--- config.mk ---
export PLATFORM = sky130hd
export DESIGN_NAME = bcd_serial_accum
export DESIGN_NICKNAME = d
export VERILOG_FILES = /design/src/rtl/bcd_pkg.sv /design/src/rtl/bcd_digit_add.sv /design/src/rtl/bcd_serial_accum.sv
export SDC_FILE = /design/constraint.sdc
export NUM_CORES = 1
export LEC_CHECK = 0
export ABC_AREA = 1
export BUFFER_PORTS_ARGS = -buffer_cell sky130_fd_sc_hd__buf_2
export CAP_MARGIN = 20
export CORE_UTILIZATION = 40
export DETAILED_ROUTE_END_ITERATION = 7
export HOLD_SLACK_MARGIN = 0.15
export PLACE_DENSITY = 0.65
export SYNTH_ARGS = -nofsm -noshare
export SYNTH_HDL_FRONTEND = slang
export SYNTH_SLANG_ARGS = --single-unit
--- constraint.sdc ---
create_clock -name clk -period 3.7 [get_ports clk]
set_input_delay 0.185 -clock clk [delete_from_list [all_inputs] [get_ports clk]]
set_output_delay 0.185 -clock clk [all_outputs]
set_load 0.02 [all_outputs]
--- src/rtl/bcd_pkg.sv ---
// bcd_pkg: shared BCD constants, sequencer states and index-width helper.
package bcd_pkg;
  localparam int BCD_W = 4;
  localparam logic [3:0] BCD_MAX = 4'd9;
  localparam logic [3:0] BCD_CORR = 4'd6;
  typedef enum logic [1:0] {IDLE, RUN, FIN} state_t;
  function automatic int idx_w(input int n);
    return (n > 1) ? $clog2(n) : 1;
  endfunction
endpackage

--- src/rtl/bcd_digit_add.sv ---
// bcd_digit_add: single-digit BCD add with decimal correction and carry out.
module bcd_digit_add
  import bcd_pkg::*;
(
  input  logic [3:0] a_d,
  input  logic [3:0] b_d,
  input  logic       ci,
  output logic [3:0] s_d,
  output logic       co
);
  logic [4:0] t;
  logic [4:0] tc;
  assign t = {1'b0, a_d} + {1'b0, b_d} + {4'b0, ci};
  assign tc = t + {1'b0, BCD_CORR};
  assign co = t[4] | (t[3] & (t[2] | t[1]));
  assign s_d = co ? tc[3:0] : t[3:0];
endmodule

--- src/rtl/bcd_serial_accum.sv ---
// bcd_serial_accum: multi-digit BCD adder, one digit per cycle LSD first.
// Carry is registered between digits; done pulses once the top digit is written.
module bcd_serial_accum
  import bcd_pkg::*;
#(
  parameter int DIGITS = 4
) (
  input  logic                  clk,
  input  logic                  rst_n,
  input  logic                  start,
  input  logic [BCD_W*DIGITS-1:0] a,
  input  logic [BCD_W*DIGITS-1:0] b,
  input  logic                  cin,
  output logic                  busy,
  output logic                  done,
  output logic [BCD_W*DIGITS-1:0] sum,
  output logic                  cout,
  output logic                  err
);
  localparam int W = BCD_W * DIGITS;
  localparam int IW = idx_w(DIGITS);
  state_t state_q, state_d;
  logic [IW-1:0] idx_q, idx_d;
  logic carry_q, carry_d, cout_q, cout_d, err_q, err_d;
  logic [W-1:0] opa_q, opa_d, opb_q, opb_d, sum_q, sum_d;
  logic [3:0] dig_a, dig_b, dig_s;
  logic dig_co, last;
  assign dig_a = opa_q[idx_q*BCD_W +: BCD_W];
  assign dig_b = opb_q[idx_q*BCD_W +: BCD_W];
  assign last = idx_q == IW'(DIGITS - 1);
  bcd_digit_add u_add (
    .a_d(dig_a),
    .b_d(dig_b),
    .ci (carry_q),
    .s_d(dig_s),
    .co (dig_co)
  );
  always_comb begin
    state_d = state_q;
    idx_d = idx_q;
    carry_d = carry_q;
    cout_d = cout_q;
    err_d = err_q;
    opa_d = opa_q;
    opb_d = opb_q;
    sum_d = sum_q;
    case (state_q)
      IDLE: if (start) begin
        opa_d = a;
        opb_d = b;
        carry_d = cin;
        sum_d = '0;
        err_d = 1'b0;
        cout_d = 1'b0;
        idx_d = '0;
        state_d = RUN;
      end
      RUN: begin
        sum_d[idx_q*BCD_W +: BCD_W] = dig_s;
        carry_d = dig_co;
        err_d = err_q | (dig_a > BCD_MAX) | (dig_b > BCD_MAX);
        cout_d = last ? dig_co : cout_q;
        idx_d = last ? idx_q : idx_q + 1'b1;
        state_d = last ? FIN : RUN;
      end
      default: state_d = IDLE;
    endcase
  end
  always_ff @(posedge clk or negedge rst_n) begin
    if (!rst_n) begin
      state_q <= IDLE;
      idx_q <= '0;
      carry_q <= 1'b0;
      cout_q <= 1'b0;
      err_q <= 1'b0;
      opa_q <= '0;
      opb_q <= '0;
      sum_q <= '0;
    end else begin
      state_q <= state_d;
      idx_q <= idx_d;
      carry_q <= carry_d;
      cout_q <= cout_d;
      err_q <= err_d;
      opa_q <= opa_d;
      opb_q <= opb_d;
      sum_q <= sum_d;
    end
  end
  assign busy = state_q != IDLE;
  assign done = state_q == FIN;
  assign sum = sum_q;
  assign cout = cout_q;
  assign err = err_q;
endmodule

==> impl_results.md <==
- Outcome: complete, no violations
- Signal arrival time at the worst endpoint: 3.34 ns
- Number of diodes added for antenna fixing: 0
- Cell with the biggest individual delay on the critical path: dfrtp_1
- Global-route usage over all layers: 0.1876
- Actual slew at the worst max-slew pin: 0.7332 ns
- Number of search-and-repair iterations in the first detailed-routing pass: 4
- Synthesis-to-layout area growth: 26.85%
- Area used by multi-input combinational logic: 1206 um^2
- Post-Synthesis Cell Area: 2791 um^2
- Die outline area: 7316 um^2
- # H-tree levels: 2
- Worst clock skew on the final layout: 0.005989 ns
- Startpoint types: flip-flop
- Site row count: 30
- Sort of element at the end of the critical path: flip-flop
- Synthesized Nets: 398
- Final worst path period need: 3.156 ns
- Maximum clock insertion buffer count: 2
- Number of gates given a new drive strength after cts: 0
- Number of failing setup endpoints in the final timing report: 0
- Placement-stage worst setup slack: 0.5360 ns
- Number of sinks driven by the clock tree: 55
- Post-route worst setup slack: 0.5444 ns
- Largest net degree at the start of global routing: 56
- Placer's final routability congestion estimate: 0.8207
- Vias per inst: 4.735
- Share of cells above drive strength 1: 0.1876
- Count of vias placed by the detailed router: 2,448
- Top cell by count, worst path: nand2_1
- Final ANT Viol Nets: 0
- Drt first-iter violations: 126
- Fin crit share: 0.8529
- Vias in the first global route: 2,400
- Synth Instances: 351
- Antenna violations before repair: 0
- Effective utilization at floorplan: 0.4131
- Buffers added on ports: 55
- Cell depth of the worst min-delay path: 2
- Number of clock buffers inserted by TritonCTS: 5
- Residual DRC count: 0
- Stage delay of the slowest cell on the critical path: 0.49 ns
- Setup CP Type: reg -> reg
- Post-Synthesis Mean Instance Area: 7.953 um^2
- Final routed wirelength across all metal layers: 6409 um
- DR WL/cell: 12.40 um
- Number of distinct library cells after synthesis: 28
- Yosys warning total: 0
- Unrepaired setup endpoints after global routing: no
- Highest clock frequency the design can meet: 316.9 MHz
- Max cap viols: 0
- Net total in the final layout: 484
- Cells traversed along the worst timing path: inv_2 > o21ai_0 > o22ai_1 > fa_1 > inv_1 > fa_1 > xor2_1 > ha_1 > inv_1 > ha_1 > nand3b_2 > nand2_1 > nand2_1 > nand2_1 > o21ai_0
- Hold buffers post-CTS: 34
- Hold Violations, Final: 0
- Number of cells on the worst reg-to-reg path: 15
- Most used cells in the layout excluding fill and tap cells: 164 x nand2_1, 55 x dfrtp_1, 55 x buf_2
- Worst relative slew slack: 0.5095
- Number of post-CTS setup repair buffers: 0
- Ports placed on the boundary: 56
- Clock network latency to the later pin of the worst-skew pair: 0.30 ns
- Hold Crit Class: reg -> reg
- DP HPWL: 4284 um
- Worst-case hold slack: 0.4885 ns
- WP data required: 3.88 ns
- Fillers: 645
- Number of register bits inferred by synthesis: 55
- TNS Setup: 0 ns
- Clk slew on worst S/H paths: 0.09 ns
- TritonCTS clock tree: done
- Sequential Area: 1376 um^2
- Congestion Overflow GR: 0
- Final standard cell count with taps included and fillers excluded: 517
- Final number of max-transition violations: 0
- CTS root buf: clkbuf_8
- Height of the die: 85.54 um
- Most common cell after layout, fill and taps aside: nand2_1
- Core box area: 6756 um^2
- Number of placed cells counting well taps: 476
- Chip Width: 85.54 um
- Proportion of synthesized chip area in sequential cells: 0.4931
- Wire length of the first global-routing pass: 11,020 um
- Critical Path Fanout Max: 13
-- metrics by stage --
step	cell area, um^2	utilization
2_1_floorplan	2791	-
3_3_place_gp	3098	0.4585
3_5_place_dp	3098	0.4585
4_1_cts	3541	0.5241
5_1_grt	3541	0.5241
6_report	3541	0.5241
-- critical path, delay by kind of cell (launching register included) --
| family | cells | cell delay, ns |
|---|---|---|
| AO/OA/AOI/OAI | 3 | 0.39 |
| XOR/XNOR | 1 | 0.24 |
| adder cells (fa/ha/maj) | 4 | 1.01 |
| buffers and inverters | 3 | 0.35 |
| flip-flops | 1 | 0.49 |
| AND/OR/NAND/NOR | 4 | 0.55 |
-- registers in the layout, indices dropped and copies added (netlist names) --
| register | flops |
|---|---|
| carry_q | 1 |
| cout | 1 |
| err | 1 |
| idx_q | 2 |
| opa_q | 16 |
| opb_q | 16 |
| state_q | 2 |
| sum | 16 |
-- layout make-up --
type                    count  share of cell area
flip-flops and latches     55              0.3887
multi-input cells         252              0.3406
repair buffers             91              0.1781
inverters                  32             0.03534
well taps                  80             0.02827
clock buffers               6             0.02049
clock inverters             1            0.008481
-- cells in the mapped netlist, drive strengths merged --
cell    instances  area, um^2
fa              2       40.04
nor2           13       51.30
xor2            1       8.760
o22ai           3       18.77
inv            32       125.1
nand2         168       640.6
nand4           8       50.05
o31ai           1       7.510
nand3b          2       18.77
o21ai          26       141.4
a21oi           4       31.28
clkbuf          2       7.510
buf            10       76.32
nor3            1       5.000
dfrtp          55        1376
ha              9       112.6
nand3          14       80.08
-- cells by family (layout without fill, tap and decap cells) --
| group | count (synthesis) | in the layout | share of synthesized area |
|---|---|---|---|
| XOR/XNOR | 1 | 1 | 0.003138 |
| AND/OR/NAND/NOR | 206 | 206 | 0.3030 |
| adder cells (fa/ha/maj) | 11 | 11 | 0.05469 |
| buffers and inverters | 44 | 130 | 0.07485 |
| AO/OA/AOI/OAI | 34 | 34 | 0.07127 |
| flip-flops | 55 | 55 | 0.4931 |
-- path summary, 6_finish.rpt --
| kind | start | end | slack, ns |
|---|---|---|---|
| max | idx_q[1] | sum[1] | 0.54 |
| min in group asynchronous | rst_n | sum[4] | 0.53 |
| max in group asynchronous | rst_n | opb_q[8] | 2.71 |
| max reg2reg | idx_q[1] | sum[1] | 0.54 |
| min reg2reg | opa_q[6] | opa_q[6] | 0.49 |
| min | opa_q[6] | opa_q[6] | 0.49 |
-- per-layer routing --
metal	vias up	part of all wire	GRT usage
li1	1266	-	-
met1	1117	0.48	0.2538
met2	59	0.48	0.3164
met3	6	0.035	0.03176
met4	0	0.0095	0.04545
met5	-	0	0
Power is left out: the tool's default activity adds up to more than one toggle a clock period on the data nets, which glitch-free logic cannot reach.
